## src/rtl/mem_lane_sequencer.sv

```systemverilog
// Load/store lane sequencer: byte enables, lane-aligned store data and extended load data over 1-2 bus beats.
// Define SPLIT_UNALIGNED_EN to allow misaligned accesses, split into two beats when they cross a bus word.
module mem_lane_sequencer #(
   parameter int DATA_W = 32,
   parameter int ADDR_W = 32
) (
   input  logic                clk,
   input  logic                rst,
   input  logic                req_valid,
   output logic                req_ready,
   input  logic [5:0]          req_op,
   input  logic [ADDR_W-1:0]   req_addr,
   input  logic [31:0]         req_wdata,
   output logic                mem_valid,
   input  logic                mem_ready,
   output logic [ADDR_W-1:0]   mem_addr,
   output logic                mem_we,
   output logic [DATA_W/8-1:0] mem_be,
   output logic [DATA_W-1:0]   mem_wdata,
   input  logic [DATA_W-1:0]   mem_rdata,
   output logic                resp_valid,
   output logic                resp_err,
   output logic [31:0]         resp_rdata
);
   localparam int N  = DATA_W / 8;
   localparam int LG = $clog2(N);

   localparam logic [5:0] OP_LB  = 6'h20;
   localparam logic [5:0] OP_LH  = 6'h21;
   localparam logic [5:0] OP_LW  = 6'h23;
   localparam logic [5:0] OP_LBU = 6'h24;
   localparam logic [5:0] OP_LHU = 6'h25;
   localparam logic [5:0] OP_SB  = 6'h28;
   localparam logic [5:0] OP_SH  = 6'h29;
   localparam logic [5:0] OP_SW  = 6'h2B;

   typedef enum logic [2:0] {IDLE, BEAT0, BEAT1, RESP, ERR} state_t;
   state_t state_q, state_d;

   logic              accept;
   logic [2:0]        acc_size;
   logic [3:0]        acc_lanes;
   logic              acc_ok;
   logic              acc_we;
   logic              acc_err;
   logic              acc_split;
   logic [LG-1:0]     acc_off;
   logic [2*N-1:0]    acc_mask;
   logic [16*N-1:0]   acc_data;
   logic [16*N-1:0]   acc_wd;

   logic [5:0]        op_q;
   logic [LG-1:0]     off_q;
   logic              we_q;
   logic              split_q;
   logic [ADDR_W-1:0] base_q;
   logic [N-1:0]      be0_q, be1_q;
   logic [DATA_W-1:0] wd0_q, wd1_q;
   logic [16*N-1:0]   rbuf_q;
   logic [31:0]       ld_raw;
   logic [31:0]       ld_ext;

   assign accept = req_valid && (state_q == IDLE);

   always_comb begin
      acc_size  = 3'd0;
      acc_lanes = 4'b0000;
      acc_ok    = 1'b1;
      acc_we    = 1'b0;
      case (req_op)
         OP_LB, OP_LBU: acc_size = 3'd1;
         OP_LH, OP_LHU: acc_size = 3'd2;
         OP_LW:         acc_size = 3'd4;
         OP_SB: begin acc_size = 3'd1; acc_we = 1'b1; end
         OP_SH: begin acc_size = 3'd2; acc_we = 1'b1; end
         OP_SW: begin acc_size = 3'd4; acc_we = 1'b1; end
         default:       acc_ok = 1'b0;
      endcase
      case (acc_size)
         3'd1:    acc_lanes = 4'b0001;
         3'd2:    acc_lanes = 4'b0011;
         3'd4:    acc_lanes = 4'b1111;
         default: acc_lanes = 4'b0000;
      endcase
   end

   assign acc_off  = req_addr[LG-1:0];
   assign acc_mask = {{(2*N-4){1'b0}}, acc_lanes} << acc_off;
   assign acc_data = {{(16*N-32){1'b0}}, req_wdata} << {acc_off, 3'b000};

   // Only enabled lanes of a store carry data; everything else is forced to zero.
   for (genvar gi = 0; gi < 2*N; gi++) begin : g_lane
      assign acc_wd[gi*8 +: 8] = (acc_we && acc_mask[gi]) ? acc_data[gi*8 +: 8] : 8'h00;
   end

`ifdef SPLIT_UNALIGNED_EN
   logic [LG+1:0] acc_span;
   assign acc_span  = (LG+2)'(acc_off) + (LG+2)'(acc_size);
   assign acc_err   = !acc_ok;
   assign acc_split = (acc_span > (LG+2)'(N));
`else
   logic acc_misal;
   assign acc_misal = ((acc_size == 3'd2) && req_addr[0]) ||
                      ((acc_size == 3'd4) && (req_addr[1:0] != 2'b00));
   assign acc_err   = !acc_ok || acc_misal;
   assign acc_split = 1'b0;
`endif

   always_ff @(posedge clk or posedge rst) begin
      if (rst) begin
         op_q    <= 6'h00;
         off_q   <= '0;
         we_q    <= 1'b0;
         split_q <= 1'b0;
         base_q  <= '0;
         be0_q   <= '0;
         be1_q   <= '0;
         wd0_q   <= '0;
         wd1_q   <= '0;
      end else if (accept) begin
         op_q    <= req_op;
         off_q   <= acc_off;
         we_q    <= acc_we;
         split_q <= acc_split;
         base_q  <= {req_addr[ADDR_W-1:LG], {LG{1'b0}}};
         be0_q   <= acc_mask[N-1:0];
         be1_q   <= acc_mask[2*N-1:N];
         wd0_q   <= acc_wd[DATA_W-1:0];
         wd1_q   <= acc_wd[2*DATA_W-1:DATA_W];
      end
   end

   // Read bytes land in a 2N-byte window so a split load reassembles by a single shift.
   always_ff @(posedge clk or posedge rst) begin
      if (rst) begin
         rbuf_q <= '0;
      end else begin
         for (int i = 0; i < N; i++) begin
            if ((state_q == BEAT0) && mem_ready && be0_q[i])
               rbuf_q[i*8 +: 8] <= mem_rdata[i*8 +: 8];
            if ((state_q == BEAT1) && mem_ready && be1_q[i])
               rbuf_q[(N+i)*8 +: 8] <= mem_rdata[i*8 +: 8];
         end
      end
   end

   assign ld_raw = 32'(rbuf_q >> {off_q, 3'b000});

   always_comb begin
      ld_ext = ld_raw;
      case (op_q)
         OP_LB:   ld_ext = {{24{ld_raw[7]}}, ld_raw[7:0]};
         OP_LBU:  ld_ext = {24'h000000, ld_raw[7:0]};
         OP_LH:   ld_ext = {{16{ld_raw[15]}}, ld_raw[15:0]};
         OP_LHU:  ld_ext = {16'h0000, ld_raw[15:0]};
         default: ld_ext = ld_raw;
      endcase
   end

   always_ff @(posedge clk or posedge rst) begin
      if (rst) state_q <= IDLE;
      else     state_q <= state_d;
   end

   always_comb begin
      state_d = state_q;
      case (state_q)
         IDLE:    if (req_valid) state_d = acc_err ? ERR : BEAT0;
         BEAT0:   if (mem_ready) state_d = split_q ? BEAT1 : RESP;
         BEAT1:   if (mem_ready) state_d = RESP;
         RESP:    state_d = IDLE;
         ERR:     state_d = IDLE;
         default: state_d = IDLE;
      endcase
   end

   always_comb begin
      req_ready  = (state_q == IDLE);
      mem_valid  = 1'b0;
      mem_addr   = '0;
      mem_we     = 1'b0;
      mem_be     = '0;
      mem_wdata  = '0;
      resp_valid = 1'b0;
      resp_err   = 1'b0;
      resp_rdata = 32'h0;
      case (state_q)
         BEAT0: begin
            mem_valid = 1'b1;
            mem_addr  = base_q;
            mem_we    = we_q;
            mem_be    = be0_q;
            mem_wdata = wd0_q;
         end
         BEAT1: begin
            mem_valid = 1'b1;
            mem_addr  = base_q + ADDR_W'(N);
            mem_we    = we_q;
            mem_be    = be1_q;
            mem_wdata = wd1_q;
         end
         RESP: begin
            resp_valid = 1'b1;
            resp_rdata = we_q ? 32'h0 : ld_ext;
         end
         ERR: begin
            resp_valid = 1'b1;
            resp_err   = 1'b1;
         end
         default: ;
      endcase
   end
endmodule

```

## config.mk

```make
export PLATFORM = sky130hd
export DESIGN_NAME = mem_lane_sequencer
export DESIGN_NICKNAME = d
export VERILOG_FILES = /design/src/rtl/mem_lane_sequencer.sv
export SDC_FILE = /design/constraint.sdc
export NUM_CORES = 1
export LEC_CHECK = 0
export CAP_MARGIN = 10
export CORE_ASPECT_RATIO = 0.7
export CORE_MARGIN = 2
export CORE_UTILIZATION = 25
export DETAILED_ROUTE_END_ITERATION = 16
export DONT_BUFFER_PORTS = 1
export PLACE_DENSITY_LB_ADDON = 0.25
export SETUP_SLACK_MARGIN = 0.15
export SYNTH_ARGS = -nofsm -noshare
export SYNTH_HDL_FRONTEND = slang
export SYNTH_SLANG_ARGS = --single-unit
```

## constraint.sdc

```tcl
create_clock -name clk -period 6.4 [get_ports clk]
set_input_delay 1.92 -clock clk [delete_from_list [all_inputs] [get_ports clk]]
set_output_delay 1.92 -clock clk [all_outputs]
set_load 0.01 [all_outputs]
```

==> key figures <==
Logic synthesis
  – Async S/R FF share, synth: 100%
  – Commonest cells in the synthesized netlist: 180 x nand2_1, 161 x dfrtp_1, 90 x o21ai_0
  – Distinct cell type count after synthesis: 50
  – Post-synth EDFFs: 0
  – Most common cell in the netlist: nand2_1
  – Cell Area, Synth: 8940 um2
  – Sequential-to-total area share from yosys stat: 45.1%
  – Top post-synthesis cells by area: dfrtp_1 45%, mux2_2 8.4%, nand2_1 7.6%, mux4_2 7.1%, a22o_1 5.2%
  – Syn_area_per_cell: 9.78 um2
  – Synth warn: 0
  – Yosys top cell area share: 45.1%
  – Area leader, netlist: dfrtp_1
  – FF+latch count, synth: 161
  – Top FF cell, synth: dfrtp_1
  – Gate Count Post-Synth: 914

Route
  – DRT antenna net count: 0
  – Remaining DRCs: 0
  – DRT Pass-1 Iters: 5
  – 1st-iter DRT viols: 544
  – Vias per inst: 5.12
  – DRT Wirelength: 29500 um
  – DR WL/cell: 21.7 um
  – Vias post-DR: 6976

Global routing
  – Largest net degree at the start of global routing: 111
  – Vias in the first global route: 6885
  – Total GRT Usage: 16.1%
  – GRT Residual Overflow: 0
  – First-pass GRT wire length: 44900 um
  – Initial antenna violation count: 0

Clock tree
  – Clock buffer count from CTS: 17
  – Post-CTS Setup Bufs: 0
  – Clock transition at the registers of the reported paths: 70 ps
  – H-tree level count: 4
  – Clk sinks: 161
  – Cts hold-fix bufs: 0
  – Maximum clock insertion buffer count: 2
  – CTS tree: done
  – CTS root buffer: clkbuf_16
  – Resize count post-CTS: 0
  – Insertion delay to the later sink of the worst-skew pair: 450 ps

Critical path
  – CP arrival: 2870 ps
  – Critical path class: flip-flop to primary output
  – Crit-path slowest cell: dfrtp_1
  – CP required: 4480 ps
  – Worst Path Buf+Inv: 0
  – Critical Path Fanout Max: 18
  – Critical path startpoint category: flip-flop
  – Critical path, cell by cell: mux2_2 > a222oi_1 > o21ai_0 > nand2b_1 > nor2_1
  – Crit path max-delay family: flip-flops
  – Crit path capture type: primary output
  – CP peak stage delay: 820 ps

Finish
  – Share of layout cells above drive strength 1: 16.6%
  – Register area: 4030 um2
  – Multi-input combinational cell area: 4620 um2
  – Nets@finish: 985
  – Diode count: 0
  – Synth-to-Final Area Change: 11.2%
  – # fillers: 3703

Timing
  – Setup TNS Final: 0 ps
  – Slew @ Worst Pin: 1130 ps
  – Peak Freq: 209 MHz
  – Final WS setup: 1610 ps
  – Slew Limit Headroom: 24.9%
  – RSZ-0062 raised after global routing: no
  – Fin. max-slew vios: 0
  – Setup Skew: 17.9 ps
  – Tcrit/Tclk final: 74.9%
  – Min cycle time layout: 4790 ps
  – Fin. Hold Viols: 0
  – # setup viols final: 0

Placement
  – Buffers on Ports: 0
  – DPL Wire Length: 20600 um
  – Routability cong.: 0.781
  – Post-Place Setup Slack: 2040 ps

Status
  – Outcome: finished, final reports clean

Floorplan
  – Starting density of the core: 25.6%
  – Die ar.: 37300 um2
  – Core area: 34900 um2
  – # IOs: 211
  – # rows: 57
  – Die Wd: 230 um
  – Die Ht: 162 um

Power and ir drop
  – Worst vdd ir: 0.167 mV
  – PwrDens: 395 nW/um2
  – Tot Pwr: 0.00393 W
  – Leak Pwr: 4.28 nW

Job
  – Max-Cap Viols: 0

Worst hold path
  – HP Class: flip-flop to flip-flop
cell families (layout without fill, tap and decap cells):
family	count (synthesis)	after routing	share of synthesized area, %
adders and majority gates	1	1	0.140
and+or+nand+nor	334	334	17.1
other	1	2	0.0419
DFF	161	161	45.1
AOI/OAI and AO/OA	215	215	15.2
xor gates and xnor gates	3	3	0.294
buffers and inverters	76	52	3.58
muxes	123	123	18.6
final timing paths:
kind | from | end | slack [ps] | depth (start not counted)
setup reg to reg | state_q[0]$_DFFE_PP0P_ | rbuf_q[53]$_DFFE_PP0P_ | 3500 | 5
max in group asynchronous | rst | wd0_q[25]$_DFFE_PP0P_ | 4290 | 2
setup / recovery | off_q[1]$_DFFE_PP0P_ | resp_rdata[24] | 1610 | 5
hold / removal | wd0_q[10]$_DFFE_PP0P_ | wd0_q[10]$_DFFE_PP0P_ | 480 | 2
min in group asynchronous | rst | rbuf_q[37]$_DFFE_PP0P_ | 1510 | 2
hold reg to reg | wd0_q[10]$_DFFE_PP0P_ | wd0_q[10]$_DFFE_PP0P_ | 480 | 2
tightest hold or removal path, stage by stage (launching register included):
cell and delay [ps]:
dfrtp_1 350, nand2_1 50, o21ai_0 60
report_power, final:
group	total [W]	switching (W)	internal, W
logic	0.00131	0.000768	0.000542
registers	0.00160	0.000346	0.00126
clock network	0.00101	0.000495	0.000518
total	0.00393	0.00161	0.00232
cells in the final DEF (no fill, tap or decap), types with 9 or more instances in the layout:
cell	synthesis	routed
nand4_1	17	17
nor2_1	58	57
clkbuf_16	0	17
dfrtp_1	161	160
nor2b_1	9	9
nand2_1	180	179
mux2i_1	28	28
buf_4	5	9
nand3_1	24	24
a22o_1	53	53
and2_1	11	11
inv_1	10	9
a21oi_1	31	31
o21ai_0	90	90
mux4_2	28	28
mux2_2	67	67
flip-flops by register name, indices dropped and copies added (netlist names):
name / flops
be0_q: 4
we_q: 1
off_q: 2
wd0_q: 32
wd1_q: 24
op_q: 6
be1_q: 3
base_q: 30
rbuf_q: 56
state_q: 3
per-layer routing:
layer / up-vias / track usage [%] / wire length, um
met5: - / 0 / 0
met4: 0 / 3.40 / 263
met3: 18 / 7.15 / 2770
met2: 207 / 24.1 / 13200
met1: 3533 / 21.3 / 13300
li1: 3218 / - / -
through the flow:
step	cells	instance area, um2	util (%)	hold slack, ps
after floorplan	915	8950	-	447
after global placement	1331	9370	26.8	463
after detailed placement	1331	9370	26.8	475
after CTS	1363	9940	28.4	487
after global routing	1363	9940	28.4	513
final	1363	9940	28.4	484
area by class of cell:
| type | count | share of cell area [%] |
|---|---|---|
| flip-flops and latches | 161 | 40.5 |
| repair buffers | 10 | 0.881 |
| clock buffers | 18 | 4.32 |
| well taps | 472 | 5.94 |
| clock inverters | 14 | 1.41 |
| multi-input cells | 678 | 46.5 |
| inverters | 10 | 0.415 |
(Power assumes the default switching activity.)
